<file path="src/rtl/mini_dmem_responder.sv">
// mini_dmem_responder: slave end of the core load/store port.
// Accepts one request per handshake, answers after LAT wait cycles.
//
// Ports:
//   clk, rst             clock; asynchronous active-high reset
//   req_valid/req_ready  request handshake (ready only in IDLE)
//   req_we               1 = write, 0 = read
//   req_addr, req_wdata  word address and write data
//   rsp_valid/rsp_ready  response handshake (valid held until ready)
//   rsp_rdata            read data, write echo, or 0 on error
//   rsp_err              address was >= DEPTH

`default_nettype none

module mini_dmem_responder #(
  parameter int ADDR_W = 4,
  parameter int DATA_W = 8,
  parameter int DEPTH  = 16,
  parameter int LAT    = 2
) (
  input  logic              clk,
  input  logic              rst,
  input  logic              req_valid,
  output logic              req_ready,
  input  logic              req_we,
  input  logic [ADDR_W-1:0] req_addr,
  input  logic [DATA_W-1:0] req_wdata,
  output logic              rsp_valid,
  input  logic              rsp_ready,
  output logic [DATA_W-1:0] rsp_rdata,
  output logic              rsp_err
);

  localparam int CNT_W = 4;

  typedef enum logic [1:0] {
    IDLE = 2'd0,
    WAIT = 2'd1,
    RESP = 2'd2
  } state_t;

  state_t            state_q;
  logic [CNT_W-1:0]  cnt_q;
  logic              ready_q;
  logic              valid_q;
  logic [DATA_W-1:0] rdata_q;
  logic              err_q;
  logic [DATA_W-1:0] mem_q [DEPTH];

  // One extra bit so DEPTH == 2**ADDR_W is representable.
  logic [ADDR_W:0] depth_c;
  logic            in_range;
  logic            accept;

  assign depth_c  = (ADDR_W+1)'(DEPTH);
  assign in_range = {1'b0, req_addr} < depth_c;
  assign accept   = req_valid & ready_q;

  always_ff @(posedge clk or posedge rst) begin
    if (rst) begin
      state_q <= IDLE;
      cnt_q   <= '0;
      ready_q <= 1'b1;
      valid_q <= 1'b0;
      rdata_q <= '0;
      err_q   <= 1'b0;
      for (int i = 0; i < DEPTH; i++) begin
        mem_q[i] <= '0;
      end
    end else begin
      unique case (state_q)
        IDLE: begin
          if (accept) begin
            if (in_range) begin
              err_q <= 1'b0;
              if (req_we) begin
                mem_q[req_addr] <= req_wdata;
                rdata_q         <= req_wdata;
              end else begin
                rdata_q <= mem_q[req_addr];
              end
            end else begin
              rdata_q <= '0;
              err_q   <= 1'b1;
            end
            cnt_q   <= CNT_W'(LAT);
            ready_q <= 1'b0;
            if (LAT == 0) begin
              state_q <= RESP;
              valid_q <= 1'b1;
            end else begin
              state_q <= WAIT;
            end
          end
        end
        WAIT: begin
          cnt_q <= cnt_q - 1'b1;
          if (cnt_q == CNT_W'(1)) begin
            state_q <= RESP;
            valid_q <= 1'b1;
          end
        end
        RESP: begin
          // ready_q comes back from state only, never from rsp_ready.
          if (rsp_ready) begin
            state_q <= IDLE;
            valid_q <= 1'b0;
            ready_q <= 1'b1;
          end
        end
        default: begin
          state_q <= IDLE;
          valid_q <= 1'b0;
          ready_q <= 1'b1;
        end
      endcase
    end
  end

  assign req_ready = ready_q;
  assign rsp_valid = valid_q;
  assign rsp_rdata = rdata_q;
  assign rsp_err   = err_q;

endmodule

`default_nettype wire

</file>
<file path="config.mk">
export PLATFORM = sky130hd
export DESIGN_NAME = mini_dmem_responder
export DESIGN_NICKNAME = d
export VERILOG_FILES = /design/src/rtl/mini_dmem_responder.sv
export SDC_FILE = /design/constraint.sdc
export NUM_CORES = 1
export LEC_CHECK = 0
export CORE_MARGIN = 10
export CORE_UTILIZATION = 55
export DETAILED_ROUTE_END_ITERATION = 16
export PLACE_DENSITY_LB_ADDON = 0.15
export SLEW_MARGIN = 25
export SYNTH_ARGS = -nofsm -noshare
export SYNTH_HDL_FRONTEND = slang
export SYNTH_SLANG_ARGS = --single-unit
</file>
<file path="constraint.sdc">
create_clock -name clk -period 5 [get_ports clk]
set_clock_uncertainty 0.2 [all_clocks]
set_input_delay 0.75 -clock clk [delete_from_list [all_inputs] [get_ports clk]]
set_output_delay 0.75 -clock clk [all_outputs]
set_load 0.02 [all_outputs]
</file>
==> summary.md, run 1 <==
| Metric | Value |
|---|---|
| PwrDens | a little under 400 nW/µm² |
| Clk_lat worst skew | 0.43 ns |
| Cell area after synthesis | around 6700 µm² |
| RD Place Congestion | 0.847 |
| Vias in the first global route | 4318 |
| Simple-gate share of the synthesized area | roughly 5.3% |
| Crit path time final | 3.20 ns |
| Clock power frac | around 40% |
| Avg Cell Area, Syn | about 14 µm² |
| Sw Ratio | about a quarter |
| CTS max path bufs | 2 |
| Die height | between 100 and 150 µm |
| Setup CP Type | input port to flip-flop |
| CP peak stage delay | 0.70 ns |
| Largest area contributor in the synthesized netlist | dfrtp_1 |
| Leak pwr | roughly 3.6 nW |
| Slew HR | between 40% and 50% |
| CP arrival | 3.31 ns |
| Crit-path leading delay family | simple AND/OR/NAND/NOR gates |
| Router iterations before antenna repair | 4 |
| Status | finished, final reports clean |
| Post-synth cell types | 41 |
| Commonest cells post-synth | 143 x dfrtp_1, 135 x mux2_2, 33 x mux2i_1 |
| Sequential-to-total area share from yosys stat | 54.1% |
| Post-cts hold buffer count | 0 |
| Critical path's slowest cell | clkdlybuf4s50_1 |
| Max_cap viols | 0 |
| Finish-stage setup viols | 0 |
| Sum Neg Setup Slack | 0 ns |
| Max H-tree Level | 4 |
| Hold Vio Cnt, Final | 0 |
| Critical Path, Cell by Cell | clkdlybuf4s50_1, nand4b_1, or4_1, nor3_4, mux2_2 |
| Share of layout cells above drive strength 1 | between 30% and 40% |
| Primary FF master, synth | dfrtp_1 |
| Fmax | ~310 MHz |
| Reg power frac | between 40% and 50% |
| TritonCTS clock tree | built |
| Die area | 16900 µm² |
| NetSw | between 0.7 and 0.8 mW |
| Number of synthesized flops with an enable pin | 0 |
| Largest net degree at the start of global routing | just under 90 |
| Initial Util | 55.8% |
| CP Max Fanout | 10 |
| Slew Viols, Final | 0 |
| Buf+Inv Stages, Crit Path | 1 |
| First-pass GRT wire length | between 20 and 25 mm |
| Internal power | between 2 and 2.5 mW |
| Residual DRC | 0 |
| Initial antenna violation count | 0 |
| Cts bufs inserted | 17 |
| Largest family of logic cells by synthesized area | multiplexers |
| Core Region | around 12000 µm² |
| Post-CTS Resized | 0 |
| Worst VDD drop | about 0.00038 V |
| Number of buffers added for setup after CTS | 0 |
| Startpoint Class | input port |
| Vias per inst | ~6.1 |
| Logic pwr share | 13.5% |
| Top-count cell post-synth | dfrtp_1 |
| ANT nets after route | 0 |
| Syn nets | just under 500 |
| Clock transition at the registers of the reported paths | approximately 0.060 ns |
| N_diodes | 0 |
| Pin slew with the least headroom to its limit | around 0.8 ns |
| Post-DP HPWL | a little under 10 mm |
| WL/cell | around 23 µm |
| GR Overflow Total | 0 |
| Async set-reset flop share out of synthesis | between 90% and 100% |
| Xor-xnor portion of the synthesized cell area | less than 1% |
| Synth Register Bits | 144 |
| Synth Area in Compound Gates | 4.54% |
| Post-layout nets | approximately 520 |
| Ports | 28 |
| Fillers | between 800 and 900 |
| Die W | roughly 130 µm |
| Synth top area cells | dfrtp_1 54%, mux2_2 23%, mux4_2 5.4% |
| CP required | ~5.1 ns |
| Routed vias | between 4000 and 5000 |
| Yosys top cell area share | roughly 54% |
| Syn Inst Count | about 480 |
| Yosys warnings | 0 |
| RSZ-0062 raised after global routing | no |
| Hold WC Path Type | flip-flop to flip-flop |
| Place WS | between 1 and 1.5 ns |
| Tcrit/Tclk final | between 60% and 70% |
| # clock sinks | about 140 |
| Routed WL | around 15 mm |
| FP Rows | 40 |
| CTS Root Cell | clkbuf_16 |
| Global-route total usage across every layer | between 10% and 20% |
| IO buf count | 26 |
| Post-synthesis mux area share | roughly 33% |
| Final WS setup | 1.80 ns |
| First DRT Iteration DRCs | 218 |
| Area growth syn-to-layout | 14.2% |
| Worst setup EP type | flip-flop |
| Adder-Cell Fraction of Synth Area | 0.375% |
per-stage QoR:
step	cell area, µm²	cells	power (mW)	utilization [%]	hold slack [ns]
after global routing	7620	661	3.08	63.7	0.305
after floorplan	6670	478	1.61	-	0.251
after detailed placement	7060	630	1.79	59.0	0.278
after CTS	7620	661	2.98	63.7	0.291
final	7620	661	2.96	63.7	0.289
after global placement	7060	630	1.77	59.0	0.275
power groups by stage:
| stage | sequential [mW] | clock [mW] | combinational [mW] |
|---|---|---|---|
| final | 1.36 | 1.20 | 0.400 |
| after floorplan | 1.39 | 0 | 0.219 |
| after global routing | 1.38 | 1.26 | 0.439 |
| after global placement | 1.38 | 0 | 0.393 |
| after CTS | 1.36 | 1.21 | 0.407 |
| after detailed placement | 1.38 | 0 | 0.405 |
registers in the layout, summed over array words and instances (netlist names):
| signal | cells |
|---|---|
| req_ready | 1 |
| rsp_valid | 1 |
| rsp_rdata | 8 |
| state_q | 2 |
| cnt_q | 4 |
| mem_q | 128 |
layout make-up:
class                   instances  area (µm²)  share of cell area, %
clock buffers                  25         505                   6.64
clock inverters                 6        55.1                  0.723
inverters                       8        35.0                  0.460
multi-input cells             298        2930                   38.5
flip-flops and latches        144        3600                   47.3
well taps                     147         184                   2.41
repair buffers                 33         303                   3.98
per-layer routing:
layer / up-vias / routed length (µm) / share of wire, % / GRT usage, %
met1: 2104 / 6350 / 42 / 23.6
met4: 0 / 212 / 1.4 / 6.08
met5: - / 0 / 0 / 0
li1: 1821 / - / - / -
met3: 17 / 936 / 6.3 / 5.40
met2: 121 / 7470 / 50 / 30.6
cells by family after synthesis:
family                   Yosys count
multiplexers                     185
flip-flops                       144
AND/OR/NAND/NOR                   60
AO/OA/AOI/OAI                     49
buffers and inverters             36
adder cells (fa/ha/maj)            2
other                              1
XOR/XNOR                           1
worst paths after layout:
path                                             to                   from  slack, ns  cells after the start
max                           mem_q[21]$_DFFE_PP0P_                 req_we       1.80                      5
min                           mem_q[80]$_DFFE_PP0P_  mem_q[80]$_DFFE_PP0P_       0.29                      1
max reg2reg                   mem_q[21]$_DFFE_PP0P_  req_ready$_DFFE_PP1P_       2.32                      4
min reg2reg                   mem_q[80]$_DFFE_PP0P_  mem_q[80]$_DFFE_PP0P_       0.29                      1
max in group asynchronous  rsp_rdata[4]$_DFFE_PP0P_                    rst       2.99                      3
min in group asynchronous    mem_q[122]$_DFFE_PP0P_                    rst       0.66                      2
layout by cell type, fill, tap and decap left out, drive strengths merged, types with 10 or more instances in the layout:
| cell type | Yosys | layout |
|---|---|---|
| o22ai | 13 | 13 |
| clkbuf | 17 | 25 |
| clkdlybuf4s50 | 0 | 24 |
| o21ai | 12 | 12 |
| mux2i | 33 | 33 |
| nand3b | 10 | 10 |
| a21oi | 10 | 10 |
| nand2 | 21 | 21 |
| dfrtp | 143 | 143 |
| mux2 | 136 | 136 |
| mux4 | 16 | 16 |
Power figures use the tool's default switching activity.
==> run 2, diff against run 1 <==
Settings changed: CORE_UTILIZATION 55 to 61.
Clock period 5 ns to 3 ns, I/O delays scaled along.
==> run 2 against run 1 <==
  * Combinational power up 80%
  * Worst hold slack worse by 0.15 ns
  * Via count up 1.8%
  * Highest routed layer unchanged
==> summary.md, run 2 (synthesis gave the netlist of run 1 again) <==
| Metric | Value |
|---|---|
| Register area | 3600 µm² (unchanged) |
| Post-DP HPWL | 10.0 mm (+2.3%) |
| CP arrival | 2.78 ns (-0.53 ns) |
| Initial antenna violation count | 0 (unchanged) |
| Vias per inst | 6.22 (+1.2%) |
| # clock sinks | 144 (unchanged) |
| Leak pwr | 3.71 nW (+1.9%) |
| WL/cell | 22.8 µm (+0.61%) |
| Post-CTS Resized | 0 (unchanged) |
| Hold Vio Cnt, Final | 0 (unchanged) |
| Share of layout cells above drive strength 1 | 39.8% (+1.3 points) |
| Reg power frac | 45.5% (-0.5 points) |
| Routed vias | 4138 (+1.8%) |
| CP Max Fanout | 8 (-2) |
| Largest net degree at the start of global routing | 50 (-44%) |
| ANT nets after route | 0 (unchanged) |
| Routed WL | 15.1 mm (+1.2%) |
| Setup CP Type | flip-flop to flip-flop |
| Area growth syn-to-layout | 16.0% |
| Global-route total usage across every layer | 20.0% (+1.2 points) |
| RD Place Congestion | 0.911 (+7.5%) |
| Post-layout nets | 534 (+2.5%) |
| Slew Viols, Final | 0 (unchanged) |
| Sw Ratio | 25.5% (+0.058 points) |
| Max reg flops | 128 (unchanged) |
| Hold WC Path Type | input port to async pin |
| CTS max path bufs | 2 (unchanged) |
| First DRT Iteration DRCs | 358 (+64%) |
| Place WS | -0.00694 ns (-1.37 ns) |
| Largest Register | mem_q |
| Number of buffers added for setup after CTS | 0 (unchanged) |
| Commonest cells after routing, fill and taps aside | 143 x dfrtp_1, 135 x mux2_2, 33 x mux2i_1 |
| Worst setup EP type | flip-flop |
| Startpoint Class | flip-flop |
| Initial Util | 61.8% (+6.0 points) |
| Die height | 125 µm (-4.3%) |
| RSZ-0062 raised after global routing | no |
| Core Region | 10800 µm² (-9.8%) |
| Status | finished, final reports clean |
| FP Rows | 38 (-5.0%) |
| Tcrit/Tclk final | 85.6% |
| PwrDens | 636 nW/µm² (+64%) |
| NetSw | 1.25 mW (+67%) |
| Clock transition at the registers of the reported paths | 0.06 ns (about the same) |
| Ports | 28 (unchanged) |
| Worst VDD drop | 0.000421 V (+12%) |
| First-pass GRT wire length | 24.5 mm (+2.3%) |
| CTS Root Cell | clkbuf_8 |
| Clock power frac | 39.9% (-0.5 points) |
| TritonCTS clock tree | built |
| Finish-stage setup viols | 0 (unchanged) |
| Cts bufs inserted | 17 (unchanged) |
| Crit path time final | ~2.6 ns |
| Post-cts hold buffer count | 0 (unchanged) |
| Final WS setup | 0.431 ns (-1.36 ns) |
| Vias in the first global route | 4325 (+0.16%) |
| Hold_ws | 0.137 ns (-0.152 ns) |
| Die area | 15500 µm² (-8.4%) |
| Max_cap viols | 0 (unchanged) |
| Design Power | 4.92 mW (+66%) |
| GR Overflow Total | 0 (unchanged) |
| Fillers | 735 (-16%) |
| Slew HR | 42.6% (-3.7 points) |
| Most common cell after layout, fill and taps aside | dfrtp_1 |
| Max H-tree Level | 4 (unchanged) |
| N_diodes | 0 (unchanged) |
| Pin slew with the least headroom to its limit | 0.858 ns (+0.0558 ns) |
| Area occupied by multi-input gates | 2930 µm² (unchanged) |
| Residual DRC | 0 (unchanged) |
| Logic pwr share | 14.6% (+1.1 points) |
| Router iterations before antenna repair | 6 (+2) |
| Die W | 125 µm (-4.3%) |
| Fmax | a little under 400 MHz |
| Clk_lat worst skew | 0.53 ns (+0.10 ns) |
| IO buf count | 26 (unchanged) |
| Internal power | 3.67 mW (+66%) |
| CP required | 3.21 ns (-1.90 ns) |
[run 2: cell type report]
type                    instances  share of cell area, %
clock buffers                  21                   5.80
clock inverters                 8                   1.16
inverters                       8                  0.437
multi-input cells             298                   37.9
flip-flops and latches        144                   46.6
well taps                     140                   2.26
repair buffers                 46                   5.89
[run 2: layer usage]
metal	routed length [µm]	track usage (%)
met1	6870	27.0
met2	7230	30.5
met3	767	5.32
met4	282	6.79
met5	0	0
[run 2: worst max-delay path, stage by stage (launching register included)]
cell,delay (ns)
dfstp_2,0.58
nand4b_1,0.19
or4_1,0.67
nor2_2,0.41
mux2_2,0.39
[run 2: metrics by stage]
stage | area (µm²) | TNS, ns | utilization [%] | cells
3_5_place_dp | 7200 | -0.0134 | 66.7 | 636
4_1_cts | 7740 | 0 | 71.7 | 665
3_3_place_gp | 7200 | 0 | 66.7 | 636
6_report | 7740 | 0 | 71.7 | 665
5_1_grt | 7740 | 0 | 71.7 | 665
2_1_floorplan | 6670 | 0 | - | 478
[run 2: final timing paths]
check / end / startpoint / slack [ns] / depth (start not counted)
max: mem_q[4]$_DFFE_PP0P_ / req_ready$_DFFE_PP1P_ / 0.43 / 4
min: mem_q[95]$_DFFE_PP0P_ / rst / 0.14 / 2
max reg2reg: mem_q[4]$_DFFE_PP0P_ / req_ready$_DFFE_PP1P_ / 0.43 / 4
min reg2reg: cnt_q[3]$_DFFE_PP0P_ / cnt_q[3]$_DFFE_PP0P_ / 0.29 / 1
max in group asynchronous: req_ready$_DFFE_PP1P_ / rst / 1.80 / 3
min in group clk: cnt_q[3]$_DFFE_PP0P_ / cnt_q[3]$_DFFE_PP0P_ / 0.29 / 1
[run 2: power groups by stage]
stage | Sequential [mW] | Combinational, mW | Clock, mW
global route | 2.26 | 0.775 | 2.07
detailed placement | 2.27 | 0.718 | 0
floorplan | 2.31 | 0.366 | 0
finish | 2.24 | 0.719 | 1.96
CTS | 2.24 | 0.725 | 1.99
global placement | 2.26 | 0.701 | 0
